[config.mk]
export PLATFORM = sky130hd
export DESIGN_NAME = sram_arbiter
export DESIGN_NICKNAME = d
export VERILOG_FILES = /design/src/rtl/sram_arbiter_pkg.sv /design/src/rtl/sram_arbiter_rr_pick2.sv /design/src/rtl/sram_arbiter.sv
export SDC_FILE = /design/constraint.sdc
export NUM_CORES = 1
export LEC_CHECK = 0
export CORE_AREA = 2 2 85 87
export CTS_CLUSTER_DIAMETER = 60
export DETAILED_ROUTE_END_ITERATION = 8
export DIE_AREA = 0 0 87 89
export PLACE_DENSITY = 0.74
export RECOVER_POWER = 100
export SLEW_MARGIN = 10
export SYNTH_ARGS = -nofsm -noshare
export SYNTH_HDL_FRONTEND = slang
export SYNTH_SLANG_ARGS = --single-unit
[constraint.sdc]
create_clock -name clk -period 4.57 [get_ports clk]
set_clock_uncertainty 0.05 [all_clocks]
set_input_delay 0.914 -clock clk [delete_from_list [all_inputs] [get_ports clk]]
set_output_delay 0.914 -clock clk [all_outputs]
set_load 0.02 [all_outputs]
[src/rtl/sram_arbiter_pkg.sv]
// Shared encodings for the two-port sram arbiter: lock FSM states and requester indices.
package sram_arbiter_pkg;

  typedef enum logic {
    ARB_OPEN   = 1'b0,
    ARB_LOCKED = 1'b1
  } arb_state_e;

  localparam int ARB_PORT_I = 0;
  localparam int ARB_PORT_D = 1;

  function automatic int lock_cnt_width(input int lock_max);
    return $clog2(lock_max + 1);
  endfunction

endpackage

[src/rtl/sram_arbiter_rr_pick2.sv]
// Two-way round-robin pick; the pointer moves past the winner whenever i_en is high.
module sram_arbiter_rr_pick2
  import sram_arbiter_pkg::*;
(
  input  logic       clk,
  input  logic       reset_n,
  input  logic       i_en,
  input  logic [1:0] i_req,
  output logic [1:0] o_gnt
);

  logic r_ptr_d;
  logic w_pick_d;

  always_comb begin
    if (i_req[ARB_PORT_I] && i_req[ARB_PORT_D]) begin
      w_pick_d = r_ptr_d;
    end else begin
      w_pick_d = i_req[ARB_PORT_D];
    end
  end

  assign o_gnt[ARB_PORT_I] = i_req[ARB_PORT_I] & ~w_pick_d;
  assign o_gnt[ARB_PORT_D] = i_req[ARB_PORT_D] &  w_pick_d;

  // Last winner drops to lowest priority.
  always_ff @(posedge clk or negedge reset_n) begin
    if (!reset_n) begin
      r_ptr_d <= 1'b0;
    end else if (i_en && (o_gnt != 2'b00)) begin
      r_ptr_d <= o_gnt[ARB_PORT_I];
    end
  end

endmodule

[src/rtl/sram_arbiter.sv]
// Shares one 1R/1W sram between instruction fetch (I) and load/store (D) with a bounded D lock.
//   state      | meaning
//   ARB_OPEN   | round-robin between I and D
//   ARB_LOCKED | D owns the sram; I is held off until unlock or LOCK_MAX cycles
module sram_arbiter
  import sram_arbiter_pkg::*;
#(
  parameter  int DEPTH    = 1024,
  parameter  int LOCK_MAX = 8,
  localparam int LOGDEPTH = $clog2(DEPTH)
) (
  input  logic                clk,
  input  logic                reset_n,
  input  logic                i_req,
  input  logic [LOGDEPTH-1:0] i_addr,
  output logic                i_gnt,
  output logic                i_rvalid,
  output logic [31:0]         i_rdata,
  input  logic                d_req,
  input  logic                d_we,
  input  logic [LOGDEPTH-1:0] d_addr,
  input  logic [3:0]          d_byte_en,
  input  logic [31:0]         d_wdata,
  input  logic                d_lock,
  output logic                d_gnt,
  output logic                d_rvalid,
  output logic [31:0]         d_rdata,
  output logic                sram_read_req,
  output logic [LOGDEPTH-1:0] sram_read_addr,
  input  logic [31:0]         sram_read_data,
  output logic                sram_write_req,
  output logic [LOGDEPTH-1:0] sram_write_addr,
  output logic [3:0]          sram_write_byte_en,
  output logic [31:0]         sram_write_data
);

  localparam int CNT_W = lock_cnt_width(LOCK_MAX);

  arb_state_e       r_state;
  arb_state_e       w_state_nxt;
  logic [CNT_W-1:0] r_lock_cnt;
  logic [1:0]       w_req;
  logic [1:0]       w_gnt;
  logic             w_lock_expire;
  logic             r_i_rvalid;
  logic             r_d_rvalid;

  assign w_req[ARB_PORT_I] = i_req & (r_state == ARB_OPEN);
  assign w_req[ARB_PORT_D] = d_req;

  sram_arbiter_rr_pick2 u_pick (
    .clk     (clk),
    .reset_n (reset_n),
    .i_en    (1'b1),
    .i_req   (w_req),
    .o_gnt   (w_gnt)
  );

  assign i_gnt = w_gnt[ARB_PORT_I];
  assign d_gnt = w_gnt[ARB_PORT_D];

  // Counter reaches LOCK_MAX on the same edge that forces the lock open.
  assign w_lock_expire = (r_lock_cnt == CNT_W'(LOCK_MAX - 1));

  always_ff @(posedge clk or negedge reset_n) begin
    if (!reset_n) begin
      r_state    <= ARB_OPEN;
      r_lock_cnt <= '0;
    end else begin
      r_state <= w_state_nxt;
      if (r_state == ARB_OPEN) begin
        r_lock_cnt <= '0;
      end else if (r_lock_cnt != CNT_W'(LOCK_MAX)) begin
        r_lock_cnt <= r_lock_cnt + 1'b1;
      end
    end
  end

  always_comb begin
    w_state_nxt = r_state;
    case (r_state)
      ARB_OPEN:   if (d_gnt && d_lock) w_state_nxt = ARB_LOCKED;
      ARB_LOCKED: if ((d_gnt && !d_lock) || w_lock_expire) w_state_nxt = ARB_OPEN;
      default:    w_state_nxt = ARB_OPEN;
    endcase
  end

  always_comb begin
    sram_read_req      = 1'b0;
    sram_read_addr     = '0;
    sram_write_req     = 1'b0;
    sram_write_addr    = '0;
    sram_write_byte_en = '0;
    sram_write_data    = '0;
    if (i_gnt) begin
      sram_read_req  = 1'b1;
      sram_read_addr = i_addr;
    end else if (d_gnt && !d_we) begin
      sram_read_req  = 1'b1;
      sram_read_addr = d_addr;
    end else if (d_gnt && d_we) begin
      sram_write_req     = 1'b1;
      sram_write_addr    = d_addr;
      sram_write_byte_en = d_byte_en;
      sram_write_data    = d_wdata;
    end
  end

  always_ff @(posedge clk or negedge reset_n) begin
    if (!reset_n) begin
      r_i_rvalid <= 1'b0;
      r_d_rvalid <= 1'b0;
    end else begin
      r_i_rvalid <= i_gnt;
      r_d_rvalid <= d_gnt & ~d_we;
    end
  end

  assign i_rvalid = r_i_rvalid;
  assign d_rvalid = r_d_rvalid;
  assign i_rdata  = sram_read_data;
  assign d_rdata  = sram_read_data;

endmodule
Yosys cells after proc, flatten, opt, wreduce, memory -nomap -nowiden
Index checks and enable logic that the tools add are counted.
Widths: inputs -> output; s select.
{"block": "totals", "ff_bits": 8}
{"block": "classes", "add_sub_neg": 1, "eq_ne": 3, "muxes": 22, "bitwise_logic": 7, "reduce_logical": 9}
{"operator": "$mux 32", "count": 3}
{"operator": "$mux 10", "count": 5}
{"operator": "$mux 4", "count": 5}
{"operator": "$mux 1", "count": 8}
{"operator": "$logic_and 1x1->1", "count": 5}
{"operator": "$add 4x1->4 const B", "count": 1}
{"operator": "$and 1x1->1", "count": 4}
{"operator": "$eq 4x3->1 const B", "count": 1}
{"operator": "$ne 4x4->1 const B", "count": 1}
{"operator": "$not 1->1", "count": 3}
{"operator": "$logic_not 1->1", "count": 2}
{"operator": "$ne 2x1->1 const B", "count": 1}
{"operator": "$pmux 1 s2", "count": 1}
{"operator": "$reduce_bool 2->1", "count": 1}
{"operator": "$logic_or 1x1->1", "count": 1}

Longest topological paths before layout
{"block": "depth", "ltp_word": 9, "mapped_depth": 6, "ltp_nobuf": 5}

By module
A second synthesis with hierarchy kept.
{"block": "unflattened", "hier_cells": 187, "hier_area_um2": 1347.5}
{"module": "sram_arbiter", "instances": 1, "cells_per_inst": 181, "area_each_um2": 1292.5}
{"module": "sram_arbiter_rr_pick2", "instances": 1, "cells_per_inst": 6, "area_each_um2": 55.1}

Worst setup path before layout
OpenSTA, ideal clock, no wires.
{"block": "synth_timing", "path_kind": "input-to-output", "from": "input port i_req", "to": "output port sram_write_byte_en[0]", "arrival_time_ns": 1.715, "required_ns": 3.606, "path_slack_ns": 1.891, "path_stages": 4, "n_path_buf": 1, "cell_sequence": "nor3b_4 -> nor2b_2 -> buf_2 -> and3_1"}
{"block": "synth_via", "elab_chain_cells": 8, "word_cells_on_any_way": 11, "classes_between": "mux: 4; bitwise: 4; reduce/logical: 3"}
{"element": "from (decl)", "line_no": "sram_arbiter.sv:14", "rtl": "input logic i_req,"}
{"element": "$and 1x1->1 *", "line_no": "sram_arbiter.sv:48", "rtl": "assign w_req[ARB_PORT_I] = i_req & (r_state == ARB_OPEN);"}
{"element": "$logic_and 1x1->1 *", "line_no": "sram_arbiter_rr_pick2.sv:16", "rtl": "if (i_req[ARB_PORT_I] && i_req[ARB_PORT_D]) begin"}
{"element": "$mux 1 *", "line_no": "sram_arbiter_rr_pick2.sv:16"}
{"element": "$and 1x1->1 *", "line_no": "sram_arbiter_rr_pick2.sv:24", "rtl": "assign o_gnt[ARB_PORT_D] = i_req[ARB_PORT_D] & w_pick_d;"}
{"element": "net d_gnt", "line_no": "sram_arbiter.sv:25", "rtl": "output logic d_gnt,"}
{"element": "$logic_and 1x1->1", "line_no": "sram_arbiter.sv:101", "rtl": "end else if (d_gnt && d_we) begin"}
{"element": "$mux 4", "line_no": "sram_arbiter.sv:101"}
{"element": "$mux 4 *", "line_no": "sram_arbiter.sv:98", "rtl": "end else if (d_gnt && !d_we) begin"}
{"element": "$mux 4 *", "line_no": "sram_arbiter.sv:95", "rtl": "if (i_gnt) begin"}
{"element": "to (decl)", "line_no": "sram_arbiter.sv:33", "rtl": "output logic [3:0] sram_write_byte_en,"}
Mark *: on every way through the listed nets, which the timed path passes. The rest lies on a longest branch.

Worst setup path in the final report
{"block": "layout_timing", "from": "input port i_req", "to": "output port sram_read_addr[4]"}
{"block": "layout_via", "elab_chain_cells": 7, "word_cells_on_any_way": 9, "classes_between": "mux: 3; bitwise: 4; reduce/logical: 2"}
{"element": "$and 1x1->1 *", "line_no": "sram_arbiter.sv:48"}
{"element": "$logic_and 1x1->1", "line_no": "sram_arbiter_rr_pick2.sv:16"}
{"element": "$mux 1", "line_no": "sram_arbiter_rr_pick2.sv:16"}
{"element": "$and 1x1->1", "line_no": "sram_arbiter_rr_pick2.sv:24"}
{"element": "$logic_and 1x1->1", "line_no": "sram_arbiter.sv:98"}
{"element": "$mux 10", "line_no": "sram_arbiter.sv:98"}
{"element": "$mux 10 *", "line_no": "sram_arbiter.sv:95"}
{"element": "to (decl)", "line_no": "sram_arbiter.sv:29", "rtl": "output logic [LOGDEPTH-1:0] sram_read_addr,"}
Every way passes the cells marked *; elsewhere a longest branch is shown, timed or not.

==> flow_summary_export.csv <==
group,metric,value,unit
outcome,outcome,"finished clean",
routing,wire_per_inst,15.37,um
finish,diodes,0,
logic_synthesis,yosysSeqAreaShare,14.83,%
power,p_seq_share,23.3,%
setup_path,worstPathRequired,3610,ps
power,leakage,0.001147,uW
finish,syn_to_final_growth,62.19,%
finish,fillCellCount,708,
place,gp_congestion,0.7780,
setup_path,path_cells,"dlygate4sd3_1 -> nand2b_1 -> a21oi_1 -> clkbuf_1 -> a22o_1 -> dlygate4sd3_1",
power,swShare,35.34,%
routing,wirelength,4.671,mm
grt,grt_max_degree,49,
logic_synthesis,syn_area,0.001350,mm2
routing,viasPerCell,4.309,
sta,hold_viol_final,0,
power,p_sw,141.8,uW
power,power_density,183.2,mW/mm2
clock_network,cts_tree,"done",
logic_synthesis,yosysTopAreaCellShare,36.14,%
clock_network,cts_buffer_depth,2,
grt,overflow,0,
floorplan,die_x,87,um
clock_network,h-tree-depth,1,
floorplan,start_util,20.09,%
sta,rsz0062_at_grt,"false",
setup_path,slowest_stage,"dlygate4sd3_1",
clock_network,cts_buffers,3,
logic_synthesis,synthDistinctLibCells,24,
routing,drc,0,
finish,final_nets,322,
logic_synthesis,synth_top_area_cell,"buf_4",
clock_network,ctsHoldBuffers,0,
logic_synthesis,synth_area_leaders,"buf_4, and3_1, dfrtp_1",
setup_path,endpoint_kind,"output port",
grt,antenna_found_initial,0,
logic_synthesis,synthTopCellsByCount,"buf_4, and3_1, a22o_1",
floorplan,die_h,89,um
clock_network,cts_setup_buffers,0,
power,irDropWorstVdd,0.06579,mV
min_path,min_from,"r_lock_cnt[2]",
sta,holdWs,485.9,ps
logic_synthesis,synthArstFlopShare,100.0,%
power,finalPower,401.2,uW
power,p_clk_share,20.9,%
routing,drt_first_pass_iters,4,
run,drv_cap,0,
clock_network,clk_pin_slew,40,ps
grt,grt_usage,10.78,%
logic_synthesis,post-synth-top-count-cell,"buf_4",
setup_path,startpoint,"i_req",
logic_synthesis,syn_nets,267,
sta,fmax,0.2430,GHz
place,io_buffers,123,
sta,fin_crit,4115,ps
min_path,hp-class,"flip-flop to flip-flop",
setup_path,start_kind,"primary input",
logic_synthesis,synth_cells,171,
setup_path,critPathMaxFanout,12,
power,p_int,259.4,uW
clock_network,clock-root-buffer,"clkbuf_8",
grt,grt_pass1_wl,6.617,mm
sta,setup_tns,0,ps
sta,slew_headroom,61.95,%
setup_path,cp_common_cell,"dlygate4sd3_1",
setup_path,r2r_start,"r_state",
sta,fin_crit_sh,90.04,%
floorplan,dieArea,0.007743,mm2
grt,grt_pass1_vias,1244,
routing,ant_nets,0,
logic_synthesis,ys.flop_type,"dfrtp_1",
finish,drive_gt1_share,4.464,%
clock_network,clk_latency,220,ps
clock_network,cts_resized,0,
floorplan,rows,30,
place,dp_hpwl,3.742,mm
logic_synthesis,ys.warnings.count,0,
routing,first_iter_violations,39,
sta,drv_slew,0,
clock_network,cts.sinks,8,
setup_path,cp.arrival,3150,ps
sta,worst_slew_pin_slew,570.7,ps
floorplan,core,0.006719,mm2
logic_synthesis,ys_ff_latch,8,
routing,num_vias,1310,
setup_path,crit_type,"primary input to output port",
floorplan,io_pins,220,
setup_path,cp_slowest_stage_delay,690,ps
power,combPwrFrac,55.8,%
logic_synthesis,avgSynthCellArea,7.895,um2
sta,report.final.setup_viol,0,
logic_synthesis,synth-edff-count,0,
[power by group through the flow]
stage	Sequential, uW	Clock, uW	Combinational [uW]
global route	94.7	92.6	239
CTS	93.2	87.9	241
detailed placement	94.0	0	239
global placement	93.7	0	236
floorplan	91.2	0	196
finish	93.3	83.9	224
[flip-flops by register name, indices dropped and copies added, names as in the netlist]
name	count
u_pick.r_ptr_d	1
r_lock_cnt	4
i_rvalid	1
d_rvalid	1
r_state	1
[worst paths after layout]
check                               endpoint  slack, ps  cells past startpoint
min in group asynchronous      r_lock_cnt[2]       1000                      1
hold / removal                       r_state        490                      1
setup / recovery           sram_read_addr[4]        450                      6
hold reg to reg                      r_state        490                      1
setup reg to reg                    i_rvalid       3030                      3
max in group asynchronous     u_pick.r_ptr_d       3200                      1
[metal layers]
layer | wire [um] | vias to the layer above | part of all wire (%) | global-route usage (%)
li1 | - | 625 | - | -
met1 | 1736 | 596 | 37 | 11.92
met2 | 2349 | 61 | 50 | 17.77
met3 | 357 | 28 | 7.6 | 3.601
met4 | 227 | 0 | 4.9 | 6.960
met5 | 0 | - | 0 | 0
[cell usage in the layout, fill, tap and decap left out, types with 2 or more instances in the layout]
cell | synthesis | routed
dlygate4sd3_1 | 0 | 64
clkdlybuf4s50_1 | 0 | 59
and3_1 | 47 | 47
a22o_1 | 10 | 10
dfrtp_1 | 8 | 8
a21oi_1 | 3 | 3
nor2b_1 | 3 | 3
nand2_1 | 3 | 3
clkbuf_8 | 0 | 3
buf_4 | 65 | 3
inv_1 | 2 | 2
nand2b_1 | 2 | 2
mux2i_1 | 2 | 2
o21ai_0 | 2 | 2
ha_1 | 2 | 2
[cells by family after synthesis]
group / after synthesis / synth area share, %
AOI/OAI and AO/OA: 16 / 8.989
xor gates and xnor gates: 1 / 0.6489
adders and majority gates: 2 / 1.853
buffers and inverters: 79 / 41.98
DFF: 8 / 14.83
muxes: 2 / 1.483
and+or+nand+nor: 63 / 30.21
[worst max-delay path: cells and delay by family]
| kind | cells | cell delay, ps |
|---|---|---|
| compound gates | 2 | 400 |
| buf+inv | 3 | 1740 |
| simple gates | 1 | 90 |
[layout make-up]
type / count / area, um2 / share of cell area (%)
tap: 80 / 100.1 / 4.571
sequential: 8 / 200.2 / 9.143
clock buffer: 3 / 41.29 / 1.886
multi-input combinational: 84 / 583.1 / 26.63
inverter: 2 / 7.507 / 0.3429
timing repair buffer: 127 / 1257 / 57.43
[per-stage QoR]
step                worst slack (ps)  util [%]  cells  cell area [um2]
global placement               723.8     32.03    301             2152
CTS                            712.7     32.64    304             2193
finish                         455.0     32.59    304             2190
global route                   318.4     32.59    304             2190
detailed placement             717.9     32.03    301             2152
floorplan                       1891         -    171             1350
No activity file was read; power rests on OpenSTA's default activity.
==> variant (config.mk and constraints unchanged) <==
`DEPTH`: 1024 -> 2048.
--- a/src/rtl/sram_arbiter.sv
+++ b/src/rtl/sram_arbiter.sv
@@ -6,5 +6,5 @@
   import sram_arbiter_pkg::*;
 #(
-  parameter  int DEPTH    = 1024,
+  parameter  int DEPTH    = 2048,
   parameter  int LOCK_MAX = 8,
   localparam int LOGDEPTH = $clog2(DEPTH)
Interface: changed (resized d_addr, i_addr, sram_read_addr and sram_write_addr); port bits go from 220 to 224. No check against the original RTL was run, so the function may have changed too.
==> variant against the original RTL <==
Global-route usage up 0.76 points. Design area up 2.4%. Power grew 2.5%. Worst setup slack worse by 0.034 ns. Count of clock-buffer cells in the layout did not move. Synthesized area is 1.1% higher. Sequential cell count unchanged. Routed wire length is 8.2% higher. Cell count rose by 1.6%.
==> variant: results (changes against the original RTL) <==
| Item | This run | Unit | vs unedited |
|---|---|---|---|
| Total placed cells including tap cells | 306 | - | was 301 |
| Post-synth net total | 271 | - | was 267 |
| Post-cts gate resize count | 0 | - | unchanged |
| Number of library cell types mapped by synthesis | 25 | - | was 24 |
| Crit Path Max Fanout | 30 | - | was 12 |
| Via count of the first global-routing pass | 1,215 | - | was 1,244 |
| GR Util All Layers | 0.115 | - | was 0.108 |
| Worst Max-Slew Pin Slew | 0.705 | ns | was 0.571 ns |
| Post-DR wirelength/cell | 16.4 | um | was 15.4 um |
| Nets@finish | 329 | - | was 322 |
| Cells taking the most area after synthesis | sky130_fd_sc_hd__buf_4 (35%), sky130_fd_sc_hd__and3_1 (22%), sky130_fd_sc_hd__dfrtp_1 (15%) | - | was sky130_fd_sc_hd__buf_4 (36%), sky130_fd_sc_hd__and3_1 (22%), sky130_fd_sc_hd__dfrtp_1 (15%) |
| Outcome | finished clean | - | unchanged |
| Via density per instance | 4.32 | - | was 4.31 |
| Routability cong. | 0.761 | - | was 0.778 |
| Data arrival, critical path | 3.19 | ns | was 3.15 ns |
| DRC violation total after the first TritonRoute iteration | 27 | - | was 39 |
| Synthesized area per cell | 7.89 | um2 | was 7.90 um2 |
| Cell depth of the worst flop-to-flop path | 2 | - | was 3 |
| Slack of the worst reg-to-reg path | 3.11 | ns | was 3.03 ns |
| Commonest cells in the netlist | sky130_fd_sc_hd__buf_4 (64), sky130_fd_sc_hd__and3_1 (48), sky130_fd_sc_hd__a22o_1 (11) | - | was sky130_fd_sc_hd__buf_4 (65), sky130_fd_sc_hd__and3_1 (47), sky130_fd_sc_hd__a22o_1 (10) |
| First-pass GRT wire length | 6870 | um | was 6620 um |
| Yosys warnings | 0 | - | unchanged |
| Leak | 1.12 | nW | was 1.15 nW |
| Hold_sp | r_lock_cnt[2] | - | unchanged |
| Slowest stage delay, CP | 0.91 | ns | was 0.69 ns |
| DRT Wirelength | 5060 | um | was 4670 um |
| Crit Reg-Reg Startpoint | r_state | - | unchanged |
| Detailed-placement wirelength estimate | 4320 | um | was 3740 um |
==> variant: cell count changes in the layout (fill, tap and decap cells not counted), sizes merged <==
cell / delta
a22o: +1
and3: +1
buf: -1
clkdlybuf4s50: +19
dlygate4sd3: -15
==> variant: cells by family (layout without fill, tap and decap cells) <==
logic type / count (synthesis) / in the layout / share of synthesized area
buffers and inverters: 79 / 135 / 0.412
AND/OR/NAND/NOR: 64 / 64 / 0.303
AO/OA/AOI/OAI: 17 / 17 / 0.0981
flip-flops: 8 / 8 / 0.147
adder cells (fa/ha/maj): 2 / 2 / 0.0183
multiplexers: 2 / 2 / 0.0147
XOR/XNOR: 1 / 1 / 0.00642
==> variant: per-layer routing <==
layer / share of wire / track usage / vias to the layer above
met3: 0.12 / 0.0499 / 12
met4: 0.013 / 0.0227 / 0
met2: 0.49 / 0.198 / 97
met5: 0 / 0 / -
li1: - / - / 639
met1: 0.38 / 0.135 / 588
==> variant: metrics by stage <==
| stage | hold slack [ns] | setup slack (ns) |
|---|---|---|
| finish | 0.493 | 0.421 |
| CTS | 0.502 | 0.630 |
| detailed placement | 0.498 | 0.633 |
| global route | 0.522 | 0.253 |
| floorplan | 0.441 | 1.87 |
| global placement | 0.467 | 0.679 |
==> variant: how the worst max path moves through the flow <==
| stage | start | to | slack, ns | depth (start not counted) |
|---|---|---|---|---|
| finish | d_we | sram_write_data[2] | 0.42 | 4 |
| CTS | d_we | sram_write_byte_en[3] | 0.63 | 4 |
| global placement | d_we | sram_write_byte_en[3] | 0.68 | 4 |
| detailed placement | d_we | sram_write_byte_en[3] | 0.63 | 4 |
| floorplan | i_req | sram_write_addr[0] | 1.87 | 4 |
| global route | d_we | sram_write_data[4] | 0.25 | 4 |
==> variant: worst register-to-register path: stages, from the launching register on <==
cell and delay [ns]:
sky130_fd_sc_hd__dfrtp_1 0.48, sky130_fd_sc_hd__nand2b_1 0.22, sky130_fd_sc_hd__a21oi_2 0.53
==> variant: cell type report <==
type / instances / area [um2] / share of cell area
timing repair buffer: 130 / 1290 / 0.576
multi-input combinational: 86 / 602 / 0.268
sequential: 8 / 200 / 0.0893
tap: 80 / 100 / 0.0446
clock buffer: 3 / 41.3 / 0.0184
inverter: 2 / 7.51 / 0.00335
==> variant: power by group <==
part	internal [mW]	switching [mW]
combinational	0.127	0.107
sequential	0.0814	0.0122
clock	0.0570	0.0272
